**src/rtl/seg_scan_ctrl.sv**
```systemverilog
// rtl/seg_scan_ctrl.sv - multiplexed seven-segment scan controller, double-buffered hex frame
// Optional leading-zero blanking enabled by defining SEG_LZB_EN.
module seg_scan_ctrl #(
    parameter int DIGITS    = 4,
    parameter int CLK_DIV   = 50000,
    parameter int BLANK_CYC = 500
) (
    input  logic                  CLK,
    input  logic                  RST,
    input  logic [4*DIGITS-1:0]   DATA,
    input  logic                  LOAD,
    input  logic [DIGITS-1:0]     EN_MASK,
    output logic [6:0]            SEG,
    output logic [DIGITS-1:0]     AN,
    output logic                  FRAME_DONE
);

    localparam int CW = $clog2(CLK_DIV);
    localparam int IW = (DIGITS > 1) ? $clog2(DIGITS) : 1;

    typedef enum logic {
        ST_BLANK,
        ST_SHOW
    } state_t;

    state_t                r_state;
    state_t                w_state_nxt;
    logic [CW-1:0]         r_cnt;
    logic [IW-1:0]         r_idx;
    logic [4*DIGITS-1:0]   r_pend;
    logic [4*DIGITS-1:0]   r_shadow;
    logic                  r_pend_vld;
    logic [6:0]            r_seg;
    logic [DIGITS-1:0]     r_an;
    logic                  r_frame_done;

    logic                  w_wrap;
    logic                  w_last;
    logic [3:0]            w_nib;
    logic [DIGITS-1:0]     w_lz_blank;
    logic [6:0]            w_seg_nxt;
    logic [DIGITS-1:0]     w_an_nxt;

    function automatic logic [6:0] f_decode(input logic [3:0] nib);
        case (nib)
            4'h0:    return 7'b1000000;
            4'h1:    return 7'b1111001;
            4'h2:    return 7'b0100100;
            4'h3:    return 7'b0110000;
            4'h4:    return 7'b0011001;
            4'h5:    return 7'b0010010;
            4'h6:    return 7'b0000010;
            4'h7:    return 7'b1111000;
            4'h8:    return 7'b0000000;
            4'h9:    return 7'b0010000;
            4'hA:    return 7'b0001000;
            4'hB:    return 7'b0000011;
            4'hC:    return 7'b1000110;
            4'hD:    return 7'b0100001;
            4'hE:    return 7'b0000110;
            default: return 7'b0001110;
        endcase
    endfunction

    assign w_wrap = (r_cnt == CW'(CLK_DIV - 1));
    assign w_last = (r_idx == IW'(DIGITS - 1));

    always_comb begin
        w_nib = 4'h0;
        for (int i = 0; i < DIGITS; i++) begin
            if (r_idx == IW'(i)) begin
                w_nib = r_shadow[i*4 +: 4];
            end
        end
    end

`ifdef SEG_LZB_EN
    logic w_upper_zero;

    // A digit is blanked when it and every digit to its left are zero.
    always_comb begin
        w_lz_blank   = '0;
        w_upper_zero = 1'b1;
        for (int i = DIGITS - 1; i >= 1; i--) begin
            w_upper_zero  = w_upper_zero && (r_shadow[i*4 +: 4] == 4'h0);
            w_lz_blank[i] = w_upper_zero;
        end
    end
`else
    assign w_lz_blank = '0;
`endif

    always_ff @(posedge CLK or posedge RST) begin
        if (RST) begin
            r_state <= ST_BLANK;
        end else begin
            r_state <= w_state_nxt;
        end
    end

    always_comb begin
        w_state_nxt = r_state;
        w_seg_nxt   = 7'h7F;
        w_an_nxt    = '1;
        case (r_state)
            ST_BLANK: begin
                if (r_cnt == CW'(BLANK_CYC - 1)) begin
                    w_state_nxt = ST_SHOW;
                end
            end
            ST_SHOW: begin
                if (w_wrap) begin
                    w_state_nxt = ST_BLANK;
                end
                for (int i = 0; i < DIGITS; i++) begin
                    if (r_idx == IW'(i) && EN_MASK[i] && !w_lz_blank[i]) begin
                        w_an_nxt[i] = 1'b0;
                        w_seg_nxt   = f_decode(w_nib);
                    end
                end
            end
            default: w_state_nxt = ST_BLANK;
        endcase
    end

    // Shadow swaps in the cycle FRAME_DONE is high; digit 0 is still in its
    // blank gap then, so no digit ever sees a half-updated frame.
    always_ff @(posedge CLK or posedge RST) begin
        if (RST) begin
            r_cnt        <= '0;
            r_idx        <= '0;
            r_pend       <= '0;
            r_shadow     <= '0;
            r_pend_vld   <= 1'b0;
            r_seg        <= 7'h7F;
            r_an         <= '1;
            r_frame_done <= 1'b0;
        end else begin
            r_cnt        <= w_wrap ? '0 : r_cnt + 1'b1;
            r_frame_done <= w_wrap && w_last;
            r_seg        <= w_seg_nxt;
            r_an         <= w_an_nxt;
            if (w_wrap) begin
                r_idx <= w_last ? '0 : r_idx + 1'b1;
            end
            if (r_frame_done) begin
                r_pend_vld <= 1'b0;
                if (LOAD) begin
                    r_pend   <= DATA;
                    r_shadow <= DATA;
                end else if (r_pend_vld) begin
                    r_shadow <= r_pend;
                end
            end else if (LOAD) begin
                r_pend     <= DATA;
                r_pend_vld <= 1'b1;
            end
        end
    end

    assign SEG        = r_seg;
    assign AN         = r_an;
    assign FRAME_DONE = r_frame_done;

endmodule
```
**config.mk**
```make
export PLATFORM = sky130hd
export DESIGN_NAME = seg_scan_ctrl
export DESIGN_NICKNAME = d
export VERILOG_FILES = /design/src/rtl/seg_scan_ctrl.sv
export SDC_FILE = /design/constraint.sdc
export NUM_CORES = 1
export LEC_CHECK = 0
export BUFFER_PORTS_ARGS = -buffer_cell sky130_fd_sc_hd__buf_2
export CAP_MARGIN = 20
export CORE_ASPECT_RATIO = 2
export CORE_MARGIN = 5
export CORE_UTILIZATION = 53
export CTS_CLUSTER_SIZE = 40
export DETAILED_ROUTE_END_ITERATION = 7
export GPL_ROUTABILITY_DRIVEN = 1
export PLACE_DENSITY = 0.77
export SLEW_MARGIN = 5
export SYNTH_ARGS = -nofsm -noshare
export SYNTH_HDL_FRONTEND = slang
export SYNTH_SLANG_ARGS = --single-unit
```
**constraint.sdc**
```tcl
create_clock -name CLK -period 3.9 [get_ports CLK]
set_input_delay 0.78 -clock CLK [delete_from_list [all_inputs] [get_ports CLK]]
set_output_delay 0.78 -clock CLK [all_outputs]
set_load 0.01 [all_outputs]
```
### Yosys cells after proc, flatten, opt, wreduce, memory -nomap -nowiden

Memory sizes are Yosys's and may differ from the RTL's.
Index checks and enable logic that the tools add are counted.

| cells by class | value |
|---|---|
| add/subtract/negate cells | 2 |
| bitwise gates (word level) | 1 |
| equal/unequal tests | 5 |
| muxes and demuxes | 23 |
| reduce and logical (&&, ||, !) cells | 9 |

Operators with widths:

| cell | count |
|---|---|
| $mux W16 | 3 |
| $mux W7 | 5 |
| $mux W4 | 5 |
| $add A16 B1 Y16 const B | 1 |
| $eq A16 B16 Y1 const B | 1 |
| $eq A16 B9 Y1 const B | 1 |
| $mux W1 | 8 |
| $logic_and A1 B1 Y1 | 5 |
| $eq A2 B2 Y1 const B | 2 |
| $reduce_bool A2 Y1 | 2 |
| $add A2 B1 Y2 const B | 1 |
| $eq A2 B1 Y1 const B | 1 |
| $logic_not A2 Y1 | 1 |
| $mux W2 | 1 |
| $pmux W1 S2 | 1 |
| $reduce_and A2 Y1 | 1 |
| $not A1 Y1 | 1 |

| storage, ports and cells | value |
|---|---|
| memory bits (read-only) | 448 |
| memories | 4 |
| register bits | 64 |
| word-level logic and storage cells | 53 |
| output and inout port bits | 12 |

Memory list:

| memory | depth | width | read ports | clocked after Yosys merged registers in | write ports | line | RTL |
|---|---|---|---|---|---|---|---|
| (name not given) | 16 | 7 | 1 | 0 | 0 | 45 | `case (nib)` |
| (name not given) | 16 | 7 | 1 | 0 | 0 | 45 |  |
| (name not given) | 16 | 7 | 1 | 0 | 0 | 45 |  |
| (name not given) | 16 | 7 | 1 | 0 | 0 | 45 |  |

### Depth between registers and ports, before layout

Gate-level depths: netlist of run 1.
An unclocked memory read counts as a cell.

| depth | value |
|---|---|
| word-level depth | 11 |
| mapped depth | 10 |

### Least setup slack after synthesis of run 1

OpenSTA, ideal clock, no wires.

| timing | value |
|---|---|
| path kind | input -> register |
| start | in LOAD |
| end | reg r_shadow[0] |
| data required time | 3.775 ns |
| arrival time | 1.944 ns |
| stages | 4 |
| library setup time | 0.125 ns |
| slack | 1.831 ns |
| path through | buf_2 o21ai_1 buf_2 mux2_2 |

| on the way | value |
|---|---|
| word-level cells in the longest chain between the ends | 2 |

Ends and longest elaborated chain:

| what | line | RTL |
|---|---|---|
| start: declaration | 11 | `input logic LOAD,` |
| $reduce_bool A2 Y1 (no line) | -- |  |
| $reduce_and A2 Y1 (no line) | -- |  |
| end signal: assignment | 152 | `r_shadow <= r_pend;` |
| end: declaration | 31 | `logic [4*DIGITS-1:0] r_shadow;` |

Parallel ways exist; a longest one is shown, timed or not.
A chain may end at the register's enable or synchronous reset.

### Worst setup path in the final report of run 1

| timing | value |
|---|---|
| start | reg r_idx[0] |
| end | reg r_seg[0] (netlist: SEG[0]) |

| on the way | value |
|---|---|
| word-level cells in the longest chain between the ends | 11 |

Ends and longest elaborated chain:

| what | line | RTL |
|---|---|---|
| start: declaration | 29 | `logic [IW-1:0] r_idx;` |
| start signal: assignment | 144 | `r_idx <= w_last ? '0 : r_idx + 1'b1;` |
| $logic_not A2 Y1 | 71, 116 |  |
| $mux W4 (4 in a row) | 71 | `if (r_idx == IW'(i)) begin` |
| $mem_v2 Z16 W7 | -- |  |
| $mux W7 (3 in a row) | 116 | `if (r_idx == IW'(i) && EN_MASK[i] && !w_lz_blank[i]) begin` |
| $mux W7 * | 116 |  |
| $mux W7 * | 105 | `case (r_state)` |
| named net w_seg_nxt[0] | 41 | `logic [6:0] w_seg_nxt;` |
| end signal: assignment | 141 | `r_seg <= w_seg_nxt;` |
| end: declaration | 33 | `logic [6:0] r_seg;` |

The timed path passes the listed nets; every way through them passes the cells marked *.

==> impl_metrics.py, run 1 <==
metrics = {
    "timing": {
        "maxSlewHeadroom_pct": 43.8,
        "period_share_pct": 59.8,
        "setup_viol": 0,
        "period_needed_ns": 2.33,
        "drv_slew": 0,
        "final_hold_viol_count": 0,
        "tightest_slew_ns": 0.841,
        "rsz0062_at_grt": "no",
        "fin_setup_tns_ns": 0,
        "skew_ns": 0.00657,
        "fmax_mhz": 429,
    },
    "place": {
        "dp.cells": 334,
        "gp_congestion": 0.862,
        "hpwl_mm": 4.13,
        "numPortBuffers": 34,
    },
    "clocking": {
        "cts_setup_buffers": 0,
        "worstSkewPairLatency_ns": 0.33,
        "cts.path.max_buffers": 2,
        "cts_resized": 0,
        "cts_sinks": 64,
        "cts_tree": "built",
        "cts_buffers": 9,
        "cts_hold_buf": 0,
        "cts_root_buf": "clkbuf_16",
        "clk_pin_slew_worst_paths_ns": 0.05,
        "htree_levels": 3,
    },
    "pwr": {
        "total_power_mw": 1.44,
        "p_seq_share_pct": 47.5,
        "combPwrFrac_pct": 3.7,
        "internal-power_mw": 1.15,
        "switching_power_mw": 0.296,
        "switching_share_pct": 20.5,
        "total_leakage_power_nw": 1.58,
        "peakVddDrop_mv": 0.470,
        "power.density_mw_per_mm2": 411,
        "power_frac_clock_pct": 48.8,
    },
    "yosys": {
        "ys_ff_latch": 64,
        "synthAdderAreaFrac_pct": 4.55,
        "synth-xor-area-share_pct": 4.06,
        "syn_area_sq_mm": 0.00302,
        "yosysSeqAreaShare_pct": 53.4,
        "synth_compound_area_share_pct": 7.74,
        "synthMuxAreaShare_pct": 13.7,
        "ys_types": 42,
        "synth-simple-area-share_pct": 13.9,
        "synth_warnings": 0,
        "syn_nets": 278,
        "postSynthCellCount": 244,
        "synth_top_family_by_area": "simple AND/OR/NAND/NOR gates",
        "synth_edf_count": 0,
        "async_flop_share_pct": 100,
        "ys.flop_type": "dfrtp_1",
        "avgSynthCellArea_sq_um": 12.4,
    },
    "worst_setup_path": {
        "cpPeakStageDelay_ns": 0.42,
        "crit_slowest_cell": "dfrtp_1",
        "critPathArrivalTime_ns": 2.57,
        "critPathBufInv": 2,
        "cp_cell_sequence": "inv_1, ha_1, nand3b_1, a211oi_2, inv_1, ha_1, nor4_1, a211oi_1",
        "required_ns": 4.14,
        "cp.depth": 8,
        "endpoint_kind": "flip-flop",
        "worstRegToRegCells": 8,
        "timing_worst_setup_path_type": "reg2reg",
        "critPathTopFamily": "adder cells",
        "start_kind": "flip-flop",
        "critical_path.max_fanout": 6,
    },
    "layout": {
        "syn_to_final_growth_pct": 16.3,
        "fillers": 450,
        "multi_input_area_sq_mm": 0.00133,
        "sequential_cell_area_sq_mm": 0.00162,
        "fin_nets": 318,
        "fin_cells": 350,
        "antenna_cells": 0,
        "drive_above_1_share_pct": 36.0,
        "postLayoutCoreUtil_pct": 62.7,
    },
    "drt": {
        "remaining_drc_errors": 0,
        "routed_wl_mm": 5.73,
        "wl_per_cell_um": 16.4,
        "num_vias": 2014,
        "dr.pass1.iters": 4,
        "viasPerCell": 5.75,
        "first_iter_violations": 59,
        "postRouteAntennaNets": 0,
    },
    "floorplan": {
        "rows": 39,
        "coreArea_sq_mm": 0.00561,
        "die_w_um": 63.4,
        "floorplan.initialDensity_pct": 53.9,
        "dieArea_sq_mm": 0.00741,
        "io_pins": 35,
        "die_h_um": 117,
    },
    "min_path": {
        "whs_path_depth": 1,
        "holdCritPathClass": "reg2reg",
    },
    "grt": {
        "grt_pass1_vias": 2130,
        "grt_pass1_wl_mm": 10.1,
        "grt_overflow": 0,
        "grt_max_degree": 43,
        "antenna_found_initial": 0,
        "grt.total_usage_pct": 17.8,
    },
    "job": {
        "maxCapViolCount": 0,
    },
    "outcome": {
        "outcome": "finished clean",
    },
}
[synth_stat cells (3+ instances only)]
library cell	number	area share, %
dfrtp_1	53	44
mux2_2	34	13
nor2_1	18	2.2
nand3_1	12	2.0
dfstp_2	11	9.6
ha_1	11	4.6
inv_1	10	1.2
nand2_1	10	1.2
buf_2	7	1.2
xnor2_1	7	2.0
xor2_1	7	2.0
a211oi_1	4	0.99
nand4_1	4	0.83
nor2b_1	4	0.83
nor4_1	4	0.83
a21oi_1	3	0.50
mux2i_1	3	0.99
nor3_1	3	0.50
nor3b_1	3	0.74
o21ai_1	3	0.50
o221ai_1	3	0.87
o31ai_1	3	0.74
or4_1	3	0.74
[kinds of logic after synthesis]
logic type,count (synthesis)
adders and majority gates,11
xor gates and xnor gates,14
AOI/OAI and AO/OA,27
and+or+nand+nor,73
muxes,37
buffers and inverters,18
DFF,64
[layout by cell type (no fill, tap or decap), drive strengths merged, types with 2 or more instances in the layout]
cell / n
a211oi: 6
a21oi: 3
a22o: 2
a31oi: 2
and2: 2
and4: 2
buf: 37
clkbuf: 12
clkinv: 4
dfrtp: 53
dfstp: 11
ha: 11
inv: 10
mux2: 34
mux2i: 3
nand2: 10
nand3: 12
nand3b: 3
nand4: 4
nor2: 18
nor2b: 4
nor3: 3
nor3b: 4
nor4: 4
o21ai: 3
o221ai: 3
o31ai: 3
or4: 3
xnor2: 7
xor2: 7
[flip-flops by register name, indices dropped and copies added (netlist names)]
| signal | count |
|---|---|
| r_state | 1 |
| r_shadow | 16 |
| AN | 4 |
| r_cnt | 16 |
| r_pend_vld | 1 |
| r_pend | 16 |
| SEG | 7 |
| r_idx | 2 |
| FRAME_DONE | 1 |
[path summary, 6_finish.rpt]
kind | slack, ns | endpoint | from
max | 1.57 | SEG[0] | r_idx[0]
min in group asynchronous | 0.63 | r_shadow[3] | RST
min reg2reg | 0.46 | r_pend_vld | FRAME_DONE
max reg2reg | 1.57 | SEG[0] | r_idx[0]
min | 0.46 | r_pend_vld | FRAME_DONE
max in group asynchronous | 2.47 | r_pend[15] | RST
[per-layer routing]
| metal | track usage (%) | vias to the layer above | wire length, um | share of wire [%] |
|---|---|---|---|---|
| met4 | 11.2 | 0 | 243 | 4.2 |
| met5 | 0 | - | 0 | 0 |
| met3 | 7.35 | 16 | 338 | 5.9 |
| met2 | 26.7 | 51 | 2800 | 49 |
| met1 | 20.9 | 985 | 2340 | 41 |
| li1 | - | 962 | - | - |
[power by group through the flow]
stage / logic (mW) / registers [mW] / clock network [mW]
after floorplan: 0.0339 / 0.695 / 0
after global placement: 0.0512 / 0.696 / 0
after detailed placement: 0.0535 / 0.697 / 0
after CTS: 0.0543 / 0.687 / 0.721
after global routing: 0.0597 / 0.688 / 0.756
final: 0.0528 / 0.687 / 0.705
[through the flow]
step	setup WS, ns	hold slack, ns	area [sq um]
global placement	1.70	0.437	3250
global route	1.40	0.465	3520
CTS	1.59	0.458	3520
detailed placement	1.57	0.447	3250
finish	1.57	0.463	3520
floorplan	1.54	0.448	3020
[final cells by class]
type,instances,area share (%)
sequential,64,45.9
multi-input combinational,162,37.8
clock buffer,12,7.01
tap,61,2.17
timing repair buffer,37,5.48
clock inverter,4,0.569
inverter,10,1.07
Note: power is estimated with default switching activity, not from simulation.
==> run 2, diff against run 1 <==
- clock period: 3.9 -> 2.4 ns (I/O delays scaled with it)
==> run 2 against run 1 <==
Cell count is 1.1% higher. Routed wire length is 2.4% higher. Clock-buffer cell count rose by 2. Clock skew is 0.0021 ns lower.
==> impl_metrics.py, run 2 (synthesis gave the netlist of run 1 again) <==
metrics = {
    "drt": {
        "remaining_drc_errors": 0,
        "dr.pass1.iters": 4,
        "postRouteAntennaNets": 0,
        "first_iter_violations": 104,
        "viasPerCell": 5.85,
        "routed_wl_mm": 5.86,
        "num_vias": 2070,
        "wl_per_cell_um": 16.6,
    },
    "floorplan": {
        "die_w_um": 63.4,
        "io_pins": 35,
        "rows": 39,
        "floorplan.initialDensity_pct": 53.9,
        "dieArea_sq_mm": 0.00741,
        "die_h_um": 117,
        "coreArea_sq_mm": 0.00561,
    },
    "pwr": {
        "total_power_mw": 2.65,
        "total_leakage_power_nw": 1.63,
        "power.density_mw_per_mm2": 725,
        "peakVddDrop_mv": 0.742,
    },
    "clocking": {
        "cts_buffers": 9,
        "cts_tree": "built",
        "cts_sinks": 64,
        "htree_levels": 3,
        "cts_root_buf": "clkbuf_16",
        "clk_pin_slew_worst_paths_ns": 0.05,
        "cts.path.max_buffers": 2,
        "worstSkewPairLatency_ns": 0.33,
    },
    "timing": {
        "drv_slew": 0,
        "period_share_pct": 96.1,
        "fin_setup_tns_ns": 0,
        "setup_viol": 0,
        "fmax_mhz": 433,
        "whs_ns": 0.216,
        "final_hold_viol_count": 0,
        "period_needed_ns": 2.31,
        "maxSlewHeadroom_pct": 64.3,
        "setup_slack_ns": 0.0930,
        "tightest_slew_ns": 0.532,
        "skew_ns": 0.00448,
    },
    "layout": {
        "postLayoutCoreUtil_pct": 65.1,
        "mostFrequentLayoutCell": "dfrtp_1",
        "postLayoutCellArea_sq_mm": 0.00365,
        "most-common-layout-cells": "dfrtp_1, mux2_2, buf_2",
        "fin_cells": 354,
        "drive_above_1_share_pct": 38.2,
        "reg_top3": "r_cnt (16), r_pend (16), r_shadow (16)",
        "fin_nets": 322,
        "syn_to_final_growth_pct": 20.8,
        "antenna_cells": 0,
        "sequential_cell_area_sq_mm": 0.00162,
        "fillers": 435,
        "multi_input_area_sq_mm": 0.00134,
    },
    "worst_setup_path": {
        "start_kind": "flip-flop",
        "endpoint_kind": "flip-flop",
        "critical_path.max_fanout": 9,
        "timing_worst_setup_path_type": "reg2reg",
        "required_ns": 2.64,
        "critPathArrivalTime_ns": 2.55,
    },
    "place": {
        "pre_cts_ws_ns": 0.0306,
        "placed_area_sq_mm": 0.00328,
        "gp_congestion": 0.823,
        "numPortBuffers": 34,
        "hpwl_mm": 4.19,
        "dp.cells": 336,
    },
    "job": {
        "maxCapViolCount": 0,
    },
    "outcome": {
        "outcome": "finished clean",
    },
    "grt": {
        "grt.total_usage_pct": 18.6,
        "grt_pass1_wl_mm": 10.6,
        "grt_max_degree": 65,
        "grt_overflow": 0,
        "grt_pass1_vias": 2240,
        "antenna_found_initial": 0,
    },
    "min_path": {
        "holdCritPathClass": "in2async",
    },
}
==> run 2: changes by cell type in the layout (fill, tap and decap cells not counted), moves of 2 or more <==
cell       change
buf_4          +3
clkinv_2       -4
bufinv_16      +2
clkbuf_8       +3
==> run 2: per-layer routing <==
metal,track usage (%),up-vias,wire length [um]
met4,10.1,0,138
met5,0,-,0
li1,-,959,-
met2,29.7,60,3000
met3,6.30,9,341
met1,22.0,1042,2380
==> run 2: layout make-up <==
cell class	instances	area share (%)
well taps	61	2.09
clock buffers	14	7.78
repair buffers	41	6.44
inverters	10	1.03
clock inverters	2	1.64
flip-flops and latches	64	44.2
multi-input cells	162	36.8
==> run 2: worst max-delay path, stage by stage, from the launching register on <==
cell,delay (ns)
dfrtp_1,0.42
inv_1,0.09
ha_1,0.31
a211oi_1,0.44
a211oi_4,0.13
buf_4,0.17
ha_1,0.24
nor4_1,0.34
a211oi_1,0.09
==> run 2: what timing repair did <==
item | 4_1_cts | 5_1_grt
hold buffers | 0 | 0
buffers inserted | 0 | 2
endpoints found under the setup margin | 0 | 5
resized for setup | 0 | 4
==> run 2: power by group <==
part,switching (mW),internal (mW)
sequential,0.00643,1.11
clock,0.426,1.02
combinational,0.0455,0.0416
==> run 2: path summary, 6_finish.rpt <==
check,from,cells past startpoint,to,slack (ns)
setup reg to reg,r_idx[0],8,SEG[0],0.09
hold / removal,RST,3,r_cnt[8],0.22
max in group asynchronous,RST,3,SEG[0],1.88
hold reg to reg,FRAME_DONE,1,r_pend_vld,0.45
setup / recovery,r_idx[0],8,SEG[0],0.09
min in group CLK,EN_MASK[2],2,AN[2],0.33
